### config.mk
export PLATFORM = sky130hd
export DESIGN_NAME = uart_tx
export DESIGN_NICKNAME = d
export VERILOG_FILES = /design/src/rtl/uart_tx.sv
export SDC_FILE = /design/constraint.sdc
export NUM_CORES = 1
export LEC_CHECK = 0
export CAP_MARGIN = 10
export CORE_MARGIN = 2
export CORE_UTILIZATION = 51
export CTS_CLUSTER_SIZE = 28
export DETAILED_ROUTE_END_ITERATION = 16
export PLACE_DENSITY = 0.71
export SETUP_SLACK_MARGIN = 0.05
export SLEW_MARGIN = 20
export SYNTH_ARGS = -nofsm -noshare
export SYNTH_HDL_FRONTEND = slang
export SYNTH_SLANG_ARGS = --single-unit
export TNS_END_PERCENT = 1
### constraint.sdc
create_clock -name clk -period 3.2 [get_ports clk]
set_clock_uncertainty 0.2 [all_clocks]
set_input_delay 0.64 -clock clk [delete_from_list [all_inputs] [get_ports clk]]
set_output_delay 0.64 -clock clk [all_outputs]
set_load 0.02 [all_outputs]
### src/rtl/uart_tx.sv
// uart_tx -- 8N1 UART transmitter with a small byte FIFO.
//
// Bytes enter through a valid/ready handshake, queue in a FIFO of
// FIFO_DEPTH entries, and are serialised on tx as start bit, 8 data bits
// LSB first, stop bit. Each bit lasts CLKS_PER_BIT clocks. Back-to-back
// frames run with no idle gap.
//
// Optional feature macro: UART_TX_CTS_EN
//   defined   : a new frame starts only while cts (active-low CTS#) is 0.
//               cts is sampled only when a pop decision is made.
//   undefined : cts is ignored. The port remains for pin compatibility.
//
// Ports
//   clk      in   system clock, rising edge
//   reset    in   synchronous reset, active low
//   data_in  in   [7:0] byte to send
//   valid    in   data_in offered this cycle
//   ready    out  FIFO not full; a push is accepted when valid && ready
//   cts      in   host clear-to-send, active low
//   tx       out  serial data, idle high, registered
//   busy     out  frame in progress or FIFO non-empty
//   debug    out  [7:0] last byte loaded into the shifter
module uart_tx #(
    parameter int unsigned CLKS_PER_BIT = 104,
    parameter int unsigned FIFO_DEPTH   = 4
) (
    input  logic       clk,
    input  logic       reset,
    input  logic [7:0] data_in,
    input  logic       valid,
    output logic       ready,
    input  logic       cts,
    output logic       tx,
    output logic       busy,
    output logic [7:0] debug
);

    localparam int unsigned PTR_W  = (FIFO_DEPTH > 1) ? $clog2(FIFO_DEPTH) : 1;
    localparam int unsigned BAUD_W = (CLKS_PER_BIT > 1) ? $clog2(CLKS_PER_BIT) : 1;
    localparam logic [PTR_W:0]    CNT_FULL  = (PTR_W + 1)'(FIFO_DEPTH);
    localparam logic [BAUD_W-1:0] BAUD_LAST = BAUD_W'(CLKS_PER_BIT - 1);

    typedef enum logic [1:0] {
        S_IDLE,
        S_START,
        S_DATA,
        S_STOP
    } state_t;

    state_t            r_state;
    logic [BAUD_W-1:0] r_baud;
    logic [2:0]        r_bit_idx;
    logic [7:0]        r_shift;
    logic              r_tx;
    logic [7:0]        r_debug;

    logic [7:0]        r_mem [FIFO_DEPTH];
    logic [PTR_W-1:0]  r_wr_ptr;
    logic [PTR_W-1:0]  r_rd_ptr;
    logic [PTR_W:0]    r_count;

    logic              w_ready;
    logic              w_push;
    logic              w_pop;
    logic              w_gate;
    logic              w_baud_end;
    logic              w_decide;
    logic [7:0]        w_head;

`ifdef UART_TX_CTS_EN
    assign w_gate = ~cts;
`else
    logic w_unused_cts;
    assign w_unused_cts = cts;
    assign w_gate       = 1'b1;
`endif

    assign w_ready    = (r_count != CNT_FULL);
    assign w_push     = valid && w_ready;
    assign w_baud_end = (r_baud == BAUD_LAST);
    // Pop decisions happen in IDLE and on the last cycle of the stop bit,
    // which is what lets the next start bit follow with no gap.
    assign w_decide   = (r_state == S_IDLE) || ((r_state == S_STOP) && w_baud_end);
    assign w_pop      = w_decide && (r_count != '0) && w_gate;
    assign w_head     = r_mem[r_rd_ptr];

    // FIFO storage: contents need no reset, the pointers define validity.
    always_ff @(posedge clk) begin
        if (w_push) begin
            r_mem[r_wr_ptr] <= data_in;
        end
    end

    always_ff @(posedge clk) begin
        if (!reset) begin
            r_wr_ptr <= '0;
            r_rd_ptr <= '0;
            r_count  <= '0;
        end else begin
            if (w_push) begin
                r_wr_ptr <= r_wr_ptr + 1'b1;
            end
            if (w_pop) begin
                r_rd_ptr <= r_rd_ptr + 1'b1;
            end
            case ({w_push, w_pop})
                2'b10:   r_count <= r_count + 1'b1;
                2'b01:   r_count <= r_count - 1'b1;
                default: r_count <= r_count;
            endcase
        end
    end

    // Transmit FSM. tx is updated on each transition so that it already
    // holds the level of the state being entered.
    always_ff @(posedge clk) begin
        if (!reset) begin
            r_state   <= S_IDLE;
            r_baud    <= '0;
            r_bit_idx <= '0;
            r_shift   <= '0;
            r_tx      <= 1'b1;
            r_debug   <= '0;
        end else begin
            case (r_state)
                S_IDLE: begin
                    r_baud <= '0;
                    if (w_pop) begin
                        r_shift <= w_head;
                        r_debug <= w_head;
                        r_tx    <= 1'b0;
                        r_state <= S_START;
                    end
                end
                S_START: begin
                    if (w_baud_end) begin
                        r_baud    <= '0;
                        r_bit_idx <= '0;
                        r_tx      <= r_shift[0];
                        r_state   <= S_DATA;
                    end else begin
                        r_baud <= r_baud + 1'b1;
                    end
                end
                S_DATA: begin
                    if (w_baud_end) begin
                        r_baud  <= '0;
                        r_shift <= {1'b0, r_shift[7:1]};
                        if (r_bit_idx == 3'd7) begin
                            r_tx    <= 1'b1;
                            r_state <= S_STOP;
                        end else begin
                            r_bit_idx <= r_bit_idx + 1'b1;
                            // The next bit is shift[1] before the shift lands.
                            r_tx      <= r_shift[1];
                        end
                    end else begin
                        r_baud <= r_baud + 1'b1;
                    end
                end
                S_STOP: begin
                    if (w_baud_end) begin
                        r_baud <= '0;
                        if (w_pop) begin
                            r_shift <= w_head;
                            r_debug <= w_head;
                            r_tx    <= 1'b0;
                            r_state <= S_START;
                        end else begin
                            r_tx    <= 1'b1;
                            r_state <= S_IDLE;
                        end
                    end else begin
                        r_baud <= r_baud + 1'b1;
                    end
                end
                default: begin
                    r_baud  <= '0;
                    r_tx    <= 1'b1;
                    r_state <= S_IDLE;
                end
            endcase
        end
    end

    assign ready = w_ready;
    assign tx    = r_tx;
    assign debug = r_debug;
    assign busy  = (r_state != S_IDLE) || (r_count != '0);

endmodule

Yosys cells after proc, flatten, opt, wreduce, memory -nomap -nowiden
Memories as Yosys holds them, arrays and structs flattened. A register that Yosys moved wholly into a read port is not among the register bits.
Cells that the tools add are included.
{"block": "totals", "register_bits": 36, "ram_bits": 32, "inputBits": 12, "output_inout_bits": 11, "word_cells": 80, "mem_count": 1}
{"block": "classes", "n_addsub": 6, "eq_ne": 14, "n_mux": 32, "reduce_logical": 18}
{"name": "r_mem", "words": 4, "word_bits": 8, "read_ports": 1, "rd_ports_with_merged_regs": 1, "wr": 1, "line": "57", "rtl": "logic [7:0] r_mem [FIFO_DEPTH];"}
{"op": "2-to-1 mux 8 bit", "n": 5}
{"op": "case mux 8 bit (3 select lines)", "n": 1}
{"op": "case mux 8 bit (2 select lines)", "n": 1}
{"op": "2-to-1 mux 2 bit", "n": 7}
{"op": "case mux 7 bit (2 select lines)", "n": 1}
{"op": "inequality test 2 bit (second input constant)", "n": 6}
{"op": "case mux 3 bit (2 select lines)", "n": 2}
{"op": "2-to-1 mux 1 bit", "n": 9}
{"op": "2-to-1 mux 3 bit", "n": 3}
{"op": "case mux 2 bit (4 select lines)", "n": 1}
{"op": "AND reduction 4 bit", "n": 2}
{"op": "nonzero test 2 bit", "n": 4}
{"op": "adder 7 x 1 -> 7 bit (second input constant)", "n": 1}
{"op": "equality test 7 bit (second input constant)", "n": 1}
{"op": "2-to-1 mux 7 bit", "n": 1}
{"op": "adder 3 x 1 -> 3 bit (second input constant)", "n": 2}
{"op": "equality test 2 bit (second input constant)", "n": 3}
{"op": "nonzero test 3 bit", "n": 2}
{"op": "AND reduction 5 bit", "n": 1}
{"op": "adder 2 x 1 -> 2 bit (second input constant)", "n": 2}
{"op": "equality test 2 x 1 -> 1 bit (second input constant)", "n": 2}
{"op": "case mux 1 bit (4 select lines)", "n": 1}
{"op": "equality test 3 bit (second input constant)", "n": 1}
{"op": "logical AND 1 bit", "n": 3}
{"op": "other kinds (7)", "n": 8}

Longest topological paths before layout
{"block": "depth", "depth_word": 7, "mapped_depth": 11, "ltp_nobuf": 10}

Worst setup path after synthesis
OpenSTA, ideal clock, no wires.
{"block": "synth_timing", "path_kind": "reg-to-reg", "startpoint": "reg r_count[0]", "endpoint": "reg r_count[2]", "setup_ns": 0.070, "arrival_time_ns": 2.304, "t_required_ns": 2.930, "path_slack_ns": 0.625, "stages_incl_launch_ff": 10, "path_buffers": 0, "period_less_slack_ns": 2.575, "cell_sequence": "dfxtp_1 or3b_1 and2_1 inv_1 ha_1 inv_1 fa_1 xor2_1 or3_1 a21oi_1"}
{"block": "synth_between", "elab_chain_cells": 4, "word_cells_on_any_way": 10, "classes_between": "2 x add/sub; 3 x eq/ne; 1 x mux; 4 x reduce/logical"}
{"item": "from (decl)", "line": "60", "rtl": "logic [PTR_W:0] r_count;"}
{"item": "from (signal assigned)", "line": "107", "rtl": "2'b10: r_count <= r_count + 1'b1;"}
{"item": "from (signal assigned)", "line": "108", "rtl": "2'b01: r_count <= r_count - 1'b1;"}
{"item": "from (signal assigned)", "line": "109", "rtl": "default: r_count <= r_count;"}
{"item": "inequality test 3 bit *", "line": "78", "rtl": "assign w_ready = (r_count != CNT_FULL);"}
{"item": "named net ready", "line": "31", "rtl": "output logic ready,"}
{"item": "logical AND 1 bit *", "line": "79", "rtl": "assign w_push = valid && w_ready;"}
{"item": "equality test 2 x 1 -> 1 bit or equality test 2 bit (tied branches)", "line": "106", "rtl": "case ({w_push, w_pop})"}
{"item": "case mux 3 bit (2 select lines) or nonzero test 2 bit (tied branches)"}
Mark *: on every way through the listed nets, which the timed path passes. The rest lies on a longest branch.
A chain may end at the register's enable or synchronous reset.

Worst setup path after layout
{"block": "layout_timing", "startpoint": "reg r_state[0]", "endpoint": "out busy"}
{"block": "layout_between", "elab_chain_cells": 2}
{"item": "from (decl)", "line": "50", "rtl": "state_t r_state;"}
{"item": "from (signal assigned)", "line": "118", "rtl": "r_state <= S_IDLE;"}
{"item": "from (signal assigned)", "line": "132", "rtl": "r_state <= S_START;"}
{"item": "from (signal assigned)", "line": "140", "rtl": "r_state <= S_DATA;"}
{"item": "nonzero test 2 bit", "line": "189", "rtl": "assign busy = (r_state != S_IDLE) || (r_count != '0);"}
{"item": "logical OR 1 bit", "line": "189"}
{"item": "to (decl)", "line": "34", "rtl": "output logic busy,"}
Every way passes these cells.

==> flow_summary.json <==
{
  "tightest_slew_ps": 711,
  "rows": 28,
  "path_clk_slew_ps": 90,
  "finalSetupViolations": 0,
  "postRouteAntennaNets": 0,
  "relSlewSlack_pct": 52.6,
  "drive_gt1_share_pct": 12.1,
  "powerDensity_mw_per_mm2": 895,
  "post-dp-hpwl_um": 3900,
  "slew_violations": 0,
  "final_cell_mix": "dfxtp_1, edfxtp_1, a21oi_1",
  "grt_first_pass_wirelength_um": 9270,
  "synthFlopType": "dfxtp_1",
  "ir_drop_mv": 0.534,
  "clk_latency_ps": 350,
  "cts_resized": 0,
  "fp.dieArea_mm2": 0.00670,
  "gr-total-overflow": 0,
  "drv_cap": 0,
  "die_x_um": 81.8,
  "wl_per_cell_um": 15.3,
  "cts.path.max_buffers": 2,
  "seq_area_frac_synth_pct": 55.7,
  "cts_setup_buffers": 0,
  "synth_area_mm2": 0.00309,
  "synth_nets": 295,
  "drt-initial-drc-count": 125,
  "arrival_ps": 2050,
  "holdBufCountCts": 0,
  "rrSetupSlack_ps": 430,
  "grt_pass1_vias": 1940,
  "wl_um": 5700,
  "final.period_utilization_pct": 90.3,
  "ys_ff_latch": 70,
  "vias_per_cell": 5.52,
  "layout-area-overhead-vs-synth_pct": 14.9,
  "fmax_mhz": 346,
  "regToRegStartpoint": "r_baud[0]$_SDFF_PP0_",
  "fin_tns_setup_ps": 0,
  "hold_path_class": "reg2reg",
  "whs_path_depth": 2,
  "cts_tree": "built",
  "antenna_cells": 0,
  "synth_edf_count": 32,
  "cts_root_buffer": "clkbuf_8",
  "crit_path_end_kind": "output port",
  "ctsHtreeMaxLevel": 3,
  "min_period_ps": 2890,
  "synth_cell_types": 38,
  "ff2ff_path_depth": 10,
  "leakage_nw": 1.24,
  "total_power_mw": 3.18,
  "r2r_end": "r_count[2]$_SDFFE_PN0P_",
  "grt_usage_pct": 18.8,
  "start_util_pct": 52.5,
  "clkSinkCount": 70,
  "startpoint": "r_state[0]$_SDFFE_PN0P_",
  "rsz0062_at_grt": "no",
  "ioPinCount": 23,
  "async_flop_share_pct": 0,
  "grt_max_degree": 19,
  "firstDrtPassIters": 4,
  "min_from": "r_bit_idx[1]$_SDFFE_PN0P_",
  "outcome": "finished, final reports clean",
  "worstHoldEndpoint": "r_bit_idx[1]$_SDFFE_PN0P_",
  "numCtsBuffers": 9,
  "drc": 0,
  "antenna_found_initial": 0,
  "syn_avg_cell_area_um2": 11.5,
  "crit_type": "reg2out",
  "core_area_mm2": 0.00589,
  "portBuffers": 21,
  "synth_cells": 269,
  "nNetsFinal": 318,
  "die_h_um": 81.8,
  "finalHoldViolCount": 0,
  "cp_data_required_time_ps": 2360,
  "gp_congestion": 0.733,
  "cp-start-kind": "flop",
  "mostFrequentLayoutCell": "dfxtp_1",
  "cp_max_fo": 5,
  "ys.warnings.count": 0,
  "vias": 2054
}
==> power by group <==
part / leakage [nW] / switching, mW / internal, mW
Sequential: 0.604 / 0.133 / 1.13
Clock: 0.0863 / 0.378 / 0.297
Combinational: 0.547 / 0.697 / 0.543
Total: 1.24 / 1.21 / 1.97
==> critical path: stages, from the launching register on <==
cell and delay (ps):
dfxtp_1 430, inv_1 110, ha_1 270, and2_1 190, inv_1 110, clkdlybuf4s50_1 610
==> routing by layer <==
metal,part of all wire (%),GRT usage [%],up-vias
met5,0,0,-
met4,1.8,8.50,0
met3,3.2,3.30,8
met2,46,29.2,40
met1,49,25.8,968
li1,-,-,1038
==> how the worst max path moves through the flow <==
stage                              endpoint  slack (ps)
floorplan           r_count[2]$_SDFFE_PN0P_         630
global placement    r_count[2]$_SDFFE_PN0P_         390
detailed placement  r_count[2]$_SDFFE_PN0P_         370
CTS                                    busy         320
global route        r_count[2]$_SDFFE_PN0P_         160
finish                                 busy         310
==> area by class of cell <==
type	instances	area (µm²)
Fill cell	490	2340
Clock buffer	9	124
Multi-Input combinational cell	176	1280
Sequential cell	70	1720
Tap cell	75	93.8
Timing Repair Buffer	23	225
Inverter	12	45.0
Clock inverter	7	62.6
==> logic make-up (layout without fill, tap and decap cells) <==
group                      after synthesis  after routing  share of synthesized area, %
and+or+nand+nor                         77             77                          13.2
DFF                                     70             70                          55.7
AOI/OAI and AO/OA                       61             61                          11.3
buffers and inverters                   23             51                          2.92
muxes                                   16             16                          8.71
adders and majority gates               14             14                          5.91
xor gates and xnor gates                 8              8                          2.27
==> sequential cells by signal (all words and copies together) (netlist names), named ones only <==
name and count:
r_baud 7, r_shift 8, r_rd_ptr 2, r_state 2, r_wr_ptr 2, r_mem 32, r_bit_idx 3, tx 1
r_count 3, debug 8
==> synthesized netlist by cell type, types with 4 or more instances <==
cell,count,share of area (%)
edfxtp_1,32,31
mux4_2,8,5.8
o21ai_0,20,3.2
and3_1,7,1.4
xor2_1,4,1.1
clkbuf_1,8,0.97
nand3_1,21,3.4
nor2_1,15,1.8
a21oi_1,26,4.2
mux2_2,7,2.6
nand2_1,11,1.3
xnor2_1,4,1.1
or3_1,4,0.81
dfxtp_1,38,25
inv_1,12,1.5
ha_1,13,5.3
==> through the flow <==
| stage | cell area [µm²] | hold WS (ps) | setup slack (ps) | std cells | util [%] |
|---|---|---|---|---|---|
| CTS | 3550 | 265 | 317 | 372 | 60.3 |
| floorplan | 3090 | 218 | 625 | 269 | - |
| detailed placement | 3360 | 252 | 371 | 356 | 57.1 |
| finish | 3550 | 262 | 309 | 372 | 60.3 |
| global placement | 3360 | 233 | 390 | 356 | 57.1 |
| global route | 3550 | 272 | 165 | 372 | 60.3 |
No activity file was read; power rests on OpenSTA's default activity.
